### src/rtl/regfile_pkg.sv
// Shared definitions for the register file write-back path: default sizes,
// the write-back entry payload and a cyclic index helper.
package regfile_pkg;

  localparam int unsigned DEF_NUM_SRC      = 8;
  localparam int unsigned DEF_NUM_WR_PORTS = 6;
  localparam int unsigned DEF_SRAM_INDEX   = 5;
  localparam int unsigned DEF_SRAM_WIDTH   = 32;

  typedef struct packed {
    logic [DEF_SRAM_INDEX-1:0] addr;
    logic [DEF_SRAM_WIDTH-1:0] data;
  } wb_entry_t;

  // Wraps an index that is known to be below 2*n back into [0, n).
  function automatic int unsigned wrap_idx(input int unsigned idx, input int unsigned n);
    return (idx >= n) ? (idx - n) : idx;
  endfunction

endpackage

### src/rtl/rr_multi_grant.sv
// Combinational round-robin allocator: grants up to P requesters per cycle,
// scanning cyclically from ptr_i; the k-th grant in scan order lands on slot k.
module rr_multi_grant
  import regfile_pkg::*;
#(
  parameter int unsigned N  = DEF_NUM_SRC,
  parameter int unsigned P  = DEF_NUM_WR_PORTS,
  parameter int unsigned IW = $clog2(N)
) (
  input  logic [N-1:0]  req_i,
  input  logic [IW-1:0] ptr_i,
  output logic [IW-1:0] gnt_idx_c [P],
  output logic [P-1:0]  gnt_vld_c,
  output logic [N-1:0]  gnt_mask_c,
  output logic [IW-1:0] next_ptr_c
);

  int unsigned cnt;
  int unsigned idx;

  always_comb begin
    gnt_vld_c  = '0;
    gnt_mask_c = '0;
    next_ptr_c = ptr_i;
    cnt        = 0;
    idx        = 0;
    for (int unsigned k = 0; k < P; k++) begin
      gnt_idx_c[k] = '0;
    end
    for (int unsigned k = 0; k < N; k++) begin
      idx = wrap_idx(32'(ptr_i) + k, N);
      if (req_i[idx] && (cnt < P)) begin
        gnt_idx_c[cnt]  = IW'(idx);
        gnt_vld_c[cnt]  = 1'b1;
        gnt_mask_c[idx] = 1'b1;
        next_ptr_c      = IW'(wrap_idx(idx + 1, N));
        cnt             = cnt + 1;
      end
    end
  end

endmodule

### src/rtl/regfile_wb_scheduler.sv
// Write-side front end of the banked register file: per-source holding
// registers feeding registered write ports. Optional REGFILE_WB_COLLISION_CHECK_EN.
module regfile_wb_scheduler
  import regfile_pkg::*;
#(
  parameter int unsigned NUM_SRC      = DEF_NUM_SRC,
  parameter int unsigned NUM_WR_PORTS = DEF_NUM_WR_PORTS,
  parameter int unsigned SRAM_INDEX   = DEF_SRAM_INDEX,
  parameter int unsigned SRAM_WIDTH   = DEF_SRAM_WIDTH
) (
  input  logic                               clk,
  input  logic                               reset,
  input  logic [NUM_SRC-1:0]                 src_valid_i,
  output logic [NUM_SRC-1:0]                 src_ready_o,
  input  logic [NUM_SRC*SRAM_INDEX-1:0]      src_addr_i,
  input  logic [NUM_SRC*SRAM_WIDTH-1:0]      src_data_i,
  output logic [NUM_WR_PORTS-1:0]            we_o,
  output logic [NUM_WR_PORTS*SRAM_INDEX-1:0] addrwr_o,
  output logic [NUM_WR_PORTS*SRAM_WIDTH-1:0] datawr_o,
  output logic [$clog2(NUM_SRC+1)-1:0]       pending_cnt_o,
  output logic                               collision_o
);

  localparam int unsigned IW = $clog2(NUM_SRC);
  localparam int unsigned CW = $clog2(NUM_SRC+1);

  logic [NUM_SRC-1:0]                 full_q, full_d;
  logic [SRAM_INDEX-1:0]              addr_q [NUM_SRC];
  logic [SRAM_INDEX-1:0]              addr_d [NUM_SRC];
  logic [SRAM_WIDTH-1:0]              data_q [NUM_SRC];
  logic [SRAM_WIDTH-1:0]              data_d [NUM_SRC];
  logic [IW-1:0]                      rr_ptr_q, rr_ptr_d;
  logic [NUM_WR_PORTS-1:0]            we_q, we_d;
  logic [NUM_WR_PORTS*SRAM_INDEX-1:0] addrwr_q, addrwr_d;
  logic [NUM_WR_PORTS*SRAM_WIDTH-1:0] datawr_q, datawr_d;
  logic [CW-1:0]                      pending_q, pending_d;

  logic [IW-1:0]           gnt_idx_c [NUM_WR_PORTS];
  logic [NUM_WR_PORTS-1:0] gnt_vld_c;
  logic [NUM_SRC-1:0]      gnt_mask_c;
  logic [IW-1:0]           next_ptr_c;
  logic [NUM_SRC-1:0]      accept_c;
  logic [SRAM_INDEX-1:0]   gaddr_c [NUM_WR_PORTS];

  rr_multi_grant #(
    .N  (NUM_SRC),
    .P  (NUM_WR_PORTS),
    .IW (IW)
  ) u_grant (
    .req_i      (full_q),
    .ptr_i      (rr_ptr_q),
    .gnt_idx_c  (gnt_idx_c),
    .gnt_vld_c  (gnt_vld_c),
    .gnt_mask_c (gnt_mask_c),
    .next_ptr_c (next_ptr_c)
  );

  // A slot being drained this cycle can be refilled in the same cycle.
  assign src_ready_o = ~full_q | gnt_mask_c;
  assign accept_c    = src_valid_i & src_ready_o;

  always_comb begin
    full_d    = (full_q & ~gnt_mask_c) | accept_c;
    pending_d = '0;
    for (int unsigned i = 0; i < NUM_SRC; i++) begin
      addr_d[i] = addr_q[i];
      data_d[i] = data_q[i];
      if (accept_c[i]) begin
        addr_d[i] = src_addr_i[i*SRAM_INDEX +: SRAM_INDEX];
        data_d[i] = src_data_i[i*SRAM_WIDTH +: SRAM_WIDTH];
      end
      pending_d = pending_d + CW'(full_d[i]);
    end
    rr_ptr_d = next_ptr_c;
    we_d     = gnt_vld_c;
    addrwr_d = addrwr_q;
    datawr_d = datawr_q;
    for (int unsigned k = 0; k < NUM_WR_PORTS; k++) begin
      gaddr_c[k] = addr_q[gnt_idx_c[k]];
      if (gnt_vld_c[k]) begin
        addrwr_d[k*SRAM_INDEX +: SRAM_INDEX] = gaddr_c[k];
        datawr_d[k*SRAM_WIDTH +: SRAM_WIDTH] = data_q[gnt_idx_c[k]];
      end
    end
  end

  always_ff @(posedge clk or posedge reset) begin
    if (reset) begin
      full_q    <= '0;
      rr_ptr_q  <= '0;
      we_q      <= '0;
      addrwr_q  <= '0;
      datawr_q  <= '0;
      pending_q <= '0;
      for (int unsigned i = 0; i < NUM_SRC; i++) begin
        addr_q[i] <= '0;
        data_q[i] <= '0;
      end
    end else begin
      full_q    <= full_d;
      rr_ptr_q  <= rr_ptr_d;
      we_q      <= we_d;
      addrwr_q  <= addrwr_d;
      datawr_q  <= datawr_d;
      pending_q <= pending_d;
      for (int unsigned i = 0; i < NUM_SRC; i++) begin
        addr_q[i] <= addr_d[i];
        data_q[i] <= data_d[i];
      end
    end
  end

  assign we_o          = we_q;
  assign addrwr_o      = addrwr_q;
  assign datawr_o      = datawr_q;
  assign pending_cnt_o = pending_q;

`ifdef REGFILE_WB_COLLISION_CHECK_EN
  logic collision_q, collision_d, coll_c;

  // Pairwise address compare across this cycle's grants; sticky until reset.
  always_comb begin
    coll_c = 1'b0;
    for (int unsigned p = 0; p < NUM_WR_PORTS; p++) begin
      for (int unsigned q = p + 1; q < NUM_WR_PORTS; q++) begin
        if (gnt_vld_c[p] && gnt_vld_c[q] && (gaddr_c[p] == gaddr_c[q])) begin
          coll_c = 1'b1;
        end
      end
    end
    collision_d = collision_q | coll_c;
  end

  always_ff @(posedge clk or posedge reset) begin
    if (reset) begin
      collision_q <= 1'b0;
    end else begin
      collision_q <= collision_d;
    end
  end

  assign collision_o = collision_q;
`else
  assign collision_o = 1'b0;
`endif

endmodule
### config.mk
export PLATFORM = sky130hd
export DESIGN_NAME = regfile_wb_scheduler
export DESIGN_NICKNAME = d
export VERILOG_FILES = /design/src/rtl/regfile_pkg.sv /design/src/rtl/rr_multi_grant.sv /design/src/rtl/regfile_wb_scheduler.sv
export SDC_FILE = /design/constraint.sdc
export NUM_CORES = 2
export LEC_CHECK = 0
export BUFFER_PORTS_ARGS = -buffer_cell sky130_fd_sc_hd__buf_4
export CORE_ASPECT_RATIO = 1.2
export CORE_UTILIZATION = 34
export DETAILED_ROUTE_END_ITERATION = 10
export GPL_TIMING_DRIVEN = 0
export HOLD_SLACK_MARGIN = 0.06
export PLACE_DENSITY_LB_ADDON = 0.3
export SLEW_MARGIN = 15
export SYNTH_ARGS = -nofsm -noshare
export SYNTH_HDL_FRONTEND = slang
export SYNTH_HIERARCHICAL = 1
export SYNTH_SLANG_ARGS = --single-unit
### constraint.sdc
create_clock -name clk -period 26 [get_ports clk]
set_clock_uncertainty 0.05 [all_clocks]
set_input_delay 1.3 -clock clk [delete_from_list [all_inputs] [get_ports clk]]
set_output_delay 1.3 -clock clk [all_outputs]
set_load 0.005 [all_outputs]
# Yosys cells after proc, flatten, opt, wreduce, memory -nomap -nowiden
# Index checks and enable logic that the tools add are counted.
[word_totals]
romBits = 0
memories = 0
out_inout_bits = 241
ff_bits = 539
mem_bits_rw = 0
latch_bits = 0
[classes]
n_addsub = 44
div_mod_pow = 0
multipliers = 0
n_eq_ne = 0
n_mux = 158
magnitude_cmp = 73
shifts = 0
bitwise_logic = 33
n_reduce_logical = 30
[op_table]
columns = ["cell", "count"]
rows = [
  ["$mux 32", 26],
  ["$bmux 32 s3", 6],
  ["$ge 32x4->1 const B", 15],
  ["$ge 32x1->1 const B", 14],
  ["$lt 32x4->1 const B", 14],
  ["$add 32x1->32 const B", 13],
  ["$ge 33x4->1 const B", 7],
  ["$lt 33x1->1 const B", 7],
  ["$sub 32x4->32 const B", 7],
  ["$not 32->33", 6],
  ["$lt 32x3->1 const B", 6],
  ["$bwmux 18", 7],
  ["$mux 18", 7],
  ["$bmux 5 s3", 6],
  ["$mux 3", 24],
  ["$or 8x8->8", 9],
  ["$mux 8", 8],
  ["$demux 3 s3", 7],
  ["$mux 5", 12],
  ["$demux 1 s3", 15],
  ["$mux 6", 7],
  ["$or 6x6->6", 6],
  ["$not 1->33", 1],
  ["$logic_and 1x1->1", 29],
  ["other kinds (22)", 79],
]

# Logic depth before layout (Yosys ltp)
[depth]
ltp_word = 36
mapped_depth = 43
depth_no_buf = 36

# By module
# Netlist, hierarchy kept.
[modules_own_cells]
columns = ["mod", "cells_per_inst", "n_inst", "area_per_inst_um2"]
rows = [
  ["regfile_wb_scheduler", 3208, 1, 35494.0],
  ["rr_multi_grant", 491, 1, 3375.7],
]

# Worst setup path before layout
# OpenSTA, ideal clock, no wires.
[synth_timing]
kind = "reg2reg"
from = "register rr_ptr_q[0]"
to = "register pending_q[2], in the netlist pending_cnt_o[2]"
setup_ns = 0.123
path_stages_with_launch = 42
required_time_ns = 25.827
arrival_time_ns = 9.147
slack_ns = 16.680
period_less_slack_ns = 9.320
path_cell_list = "dfrtp_1 buf_6 buf_6 clkbuf_1 inv_1 clkbuf_1 ha_1 clkbuf_1 mux4_2 and2_1 a21oi_1 inv_2 fa_1 ha_1 o311a_1 or3_1 buf_2 a22oi_4 [... 6 more ...] inv_2 ha_1 nand3_1 mux2i_1 nor3b_2 o22ai_1 a21oi_1 nand2b_1 nand2b_1 fa_1 fa_1 inv_1 fa_1 inv_1 ha_1 inv_1 fa_1 xnor2_1"
[synth_via]
elab_chain_len = 36
[synth_rtl]
columns = ["element", "line_no", "rtl"]
rows = [
  ["from (decl)", "regfile_wb_scheduler.sv:32", "logic [IW-1:0] rr_ptr_q, rr_ptr_d;"],
  ["from (signal assigned)", "regfile_wb_scheduler.sv:101", "rr_ptr_q <= rr_ptr_d;"],
  ["branches (longest 25 deep; another with $sub 32x4->32)", "--", ""],
  ["$mux 8 (*)", "rr_multi_grant.sv:32", "if (req_i[idx] && (cnt < P)) begin"],
  ["named net gnt_mask_c[0]", "regfile_wb_scheduler.sv:40", "logic [NUM_SRC-1:0] gnt_mask_c;"],
  ["$or 8x8->8 (*)", "regfile_wb_scheduler.sv:59", "assign src_ready_o = ~full_q | gnt_mask_c;"],
  ["named net src_ready_o[0]", "regfile_wb_scheduler.sv:14", "output logic [NUM_SRC-1:0] src_ready_o,"],
  ["$and 8x8->8 (*)", "regfile_wb_scheduler.sv:60", "assign accept_c = src_valid_i & src_ready_o;"],
  ["$or 8x8->8 (*)", "regfile_wb_scheduler.sv:63", "full_d = (full_q & ~gnt_mask_c) | accept_c;"],
  ["named net full_d[0]", "regfile_wb_scheduler.sv:27", "logic [NUM_SRC-1:0] full_q, full_d;"],
  ["$add 1x1->2 (*)", "regfile_wb_scheduler.sv:72", "pending_d = pending_d + CW'(full_d[i]);"],
  ["$add 2x1->3 (*)", "regfile_wb_scheduler.sv:72", ""],
  ["$add 3x1->4 (*)", "regfile_wb_scheduler.sv:72", ""],
  ["$add 4x1->4 (*) (4 in a row)", "regfile_wb_scheduler.sv:72", ""],
  ["named net pending_d[2]", "regfile_wb_scheduler.sv:36", "logic [CW-1:0] pending_q, pending_d;"],
  ["to (signal assigned)", "regfile_wb_scheduler.sv:105", "pending_q <= pending_d;"],
  ["to (decl)", "regfile_wb_scheduler.sv:36", ""],
]
# Mark *: on every way through the listed nets, which the timed path passes. The select of a mux whose other input is x is not followed.
# A chain may end at the register's enable or synchronous reset.

==> results by stage <==
Setup path:
- The endpoint kind of the worst setup timing path is a register.
- The cell at the slowest stage of the critical path is sky130_fd_sc_hd__nor2_2.
- The cell that appears most often on the critical path is sky130_fd_sc_hd__clkbuf_1.
- The nature of the critical path startpoint is a register.
- The count of buffer and inverter cells on the critical path is 12.
- Grouping stages by cell kind, the critical path spends the most delay in buffers and inverters.
- In this run the worst path has a maximum fanout of 12.
- In this design, the stage delay of the slowest critical-path cell is 1.06 ns.
- The worst path arrival time is 12.78 ns.
- For the worst setup path, the data required time is 26.53 ns.
- The classification of the worst setup path is register to register.

Yosys:
- The most instantiated library cell after synthesis is sky130_fd_sc_hd__mux2i_1.
- The average cell area after synthesis is 10.5 um^2.
- The post-synthesis async set-or-reset flop share is 100%.
- Synthesis inferred 539 register bits.
- The number of different library cells used by synthesis comes to 88.
- The proportion of netlist area held by the largest area contributor is 34.7%.
- The number of nets in the synthesized netlist is 4032.
- The largest area contributor in the netlist is sky130_fd_sc_hd__dfrtp_1.
- The cell count after synthesis is 3699.
- In this run, synthesis inferred 0 flip-flops with an integrated enable.
- The sequential area share after synthesis is 34.7%.
- The Yosys step of the flow raised 6 warnings.
- The combined area of all synthesized cells is 38900 um^2.
- By area the synthesized netlist is led by sky130_fd_sc_hd__dfrtp_1, sky130_fd_sc_hd__mux2i_1, sky130_fd_sc_hd__mux2_2, sky130_fd_sc_hd__nor2b_1, sky130_fd_sc_hd__a41o_1.
- The most instantiated flip-flop cell in the synthesis netlist is sky130_fd_sc_hd__dfrtp_1.
- By count the netlist is led by sky130_fd_sc_hd__mux2i_1, sky130_fd_sc_hd__dfrtp_1, sky130_fd_sc_hd__nor2b_1.

STA:
- Setup repair after global routing left no endpoint under its margin.
- The slew at the pin closest to its max-slew limit is 1.36 ns.
- The highest clock rate is 0.0817 GHz.
- Setup violations remaining at the end of the flow were counted as 0.
- The shortest period the worst path allows is 12.25 ns.
- The final sum of negative setup slack is 0 ns.
- Headroom to the max-slew limit came out at 9.40%.
- The number of failing hold endpoints at the final stage came to 0.
- The final critical-path setup slack is 13.75 ns.
- The final period utilization is 47.1%.
- The number of slew-limit violations in the final report is 0.

Route:
- The total wirelength of the detailed-routed design is 226 mm.
- The number of nets with antenna violations after detailed routing is 0.
- The first TritonRoute pass finished after 6 iterations.
- The final route contains 38500 vias.
- For this run, design rule violations remaining after detail routing come to 0.
- Dividing the detail-routed via count by the number of cells gives 6.54.
- The detailed-route wire length per cell is 38.3 um.
- The first routing iteration left 5072 violations.

Floorplan:
- The core region is 113000 um^2.
- The number of top-level pins is 547.
- After floorplanning, the core was divided into 135 placement rows.
- Once the floorplan was initialized, standard cells occupied 34.3% of the core.
- The floorplan step defined a die boundary enclosing 116000 um^2.
- The die is 311 um wide.
- The vertical extent of the die is 372 um.

Min path:
- The path class of the lowest-slack min-delay path is register to register.

Clock tree:
- The number of clock sinks is 539.
- The number of gates given a new drive strength after cts is 0.
- For the worst-skew pair, the clock arrives at the later sink with an insertion delay of 0.72 ns.
- The clock transition at the registers of the reported paths is 0.06 ns.
- The maximum count of clock buffers along a single path is 3.
- The setup fix buffers added after clock tree synthesis is 0.
- The number of CTS-inserted buffers is 68.
- In this run, post-CTS hold repair placed 0 buffers.
- The H-tree generated during clock tree synthesis spans 3 levels.
- The TritonCTS clock tree is yes.
- CTS placed an instance of sky130_fd_sc_hd__clkbuf_16 at the clock tree root.

Final layout:
- Relative to the synthesized area, the layout overhead comes to 21.8%.
- The final cell utilization of the core is 41.8%.
- The final-stage net count is 4652.
- The fraction of layout cells with a size suffix above 1 is 28.5%.
- The count of cells in the finished layout, fillers not included, comes to 5887.

Place:
- The number of cells after detailed placement is 5756.
- At the end of routability-driven placement, the weighted congestion stood at 1.02.
- Once detailed placement completed, the half-perimeter wirelength came to 162 mm.
- The count of buffers added on input and output ports is 545.
- The worst slack at placement is 14.10 ns.

Job:
- The number of max-cap violations is 0.

Global route:
- After global routing the overflow that remains totals 0.
- The initial antenna violation count is 11.
- The via count of the first global-routing pass is 36900.
- The wire length of the first global-routing pass is 303 mm.
- Across every metal layer, demand over resource in global routing totals 37.6%.
- Entering global routing, the biggest net connects 106 pins.

Status:
- The run finished with clean final reports.
-- cells by family after synthesis --
group                    synth area share, %
flip-flops                              34.7
multiplexers                            27.4
buffers and inverters                   5.46
XOR/XNOR                               0.409
AND/OR/NAND/NOR                         13.3
adder cells (fa/ha/maj)                0.966
AO/OA/AOI/OAI                           17.8
other                                0.00965
-- worst min-delay path, cell delays in order, from the launching register on --
cell and delay [ns]:
sky130_fd_sc_hd__dfrtp_1 0.33, sky130_fd_sc_hd__nor2b_1 0.14, sky130_fd_sc_hd__a41o_1 0.10
-- state kept, by name, summed over array words and instances (netlist names) --
register,flops
full_q,8
addrwr_o,30
addr_q,40
data_q,256
we_o,6
rr_ptr_q,3
datawr_o,192
pending_cnt_o,4
-- metrics by stage --
stage | hold slack [ns] | instance area, um^2
5_1_grt | 0.580 | 47300
3_3_place_gp | 0.527 | 44800
4_1_cts | 0.553 | 47300
6_report | 0.550 | 47300
2_1_floorplan | 0.494 | 38900
3_5_place_dp | 0.526 | 45000
-- placed cells by master (no fill, tap or decap), types with 39 or more instances in the layout --
master                        n
sky130_fd_sc_hd__a41o_1     223
sky130_fd_sc_hd__clkbuf_16   71
sky130_fd_sc_hd__a22oi_1    228
sky130_fd_sc_hd__a211o_1    224
sky130_fd_sc_hd__dfrtp_1    539
sky130_fd_sc_hd__nor2_1      52
sky130_fd_sc_hd__mux2_2     306
sky130_fd_sc_hd__nand2_1     64
sky130_fd_sc_hd__buf_6       39
sky130_fd_sc_hd__clkbuf_1   119
sky130_fd_sc_hd__nor2b_1    456
sky130_fd_sc_hd__nand3_1    242
sky130_fd_sc_hd__buf_2      112
sky130_fd_sc_hd__buf_4      621
sky130_fd_sc_hd__mux2i_1    688
-- per-layer routing --
layer,track usage (%),wire [um]
met5,0.0413,88
met4,27.3,18300
met3,12.1,25000
met2,56.7,97500
met1,45.1,84700
-- path summary, 6_finish.rpt --
path / slack (ns) / from / depth (start not counted) / endpoint
max: 13.75 / rr_ptr_q[0]$_DFF_PP0_ / 31 / datawr_o[3]$_DFFE_PP0P_
min reg2reg: 0.55 / datawr_o[84]$_DFFE_PP0P_ / 2 / datawr_o[84]$_DFFE_PP0P_
min in group asynchronous: 0.62 / reset / 2 / data_q[141]$_DFFE_PP0P_
max reg2reg: 13.75 / rr_ptr_q[0]$_DFF_PP0_ / 31 / datawr_o[3]$_DFFE_PP0P_
min: 0.55 / datawr_o[84]$_DFFE_PP0P_ / 2 / datawr_o[84]$_DFFE_PP0P_
max in group asynchronous: 23.75 / reset / 4 / data_q[190]$_DFFE_PP0P_
-- cell type report --
class | instances | area [um^2]
antenna | 10 | 25.0
sequential | 539 | 13500
fill | 11300 | 65800
buffer | 346 | 2030
timing repair buffer | 550 | 4230
multi-input combinational | 2788 | 23300
tap | 1507 | 1890
inverter | 26 | 108
clock buffer | 94 | 1980
clock inverter | 27 | 340
Power is not shown: default switching activity piles up to over one toggle a cycle in this logic, so the estimate is an artifact.
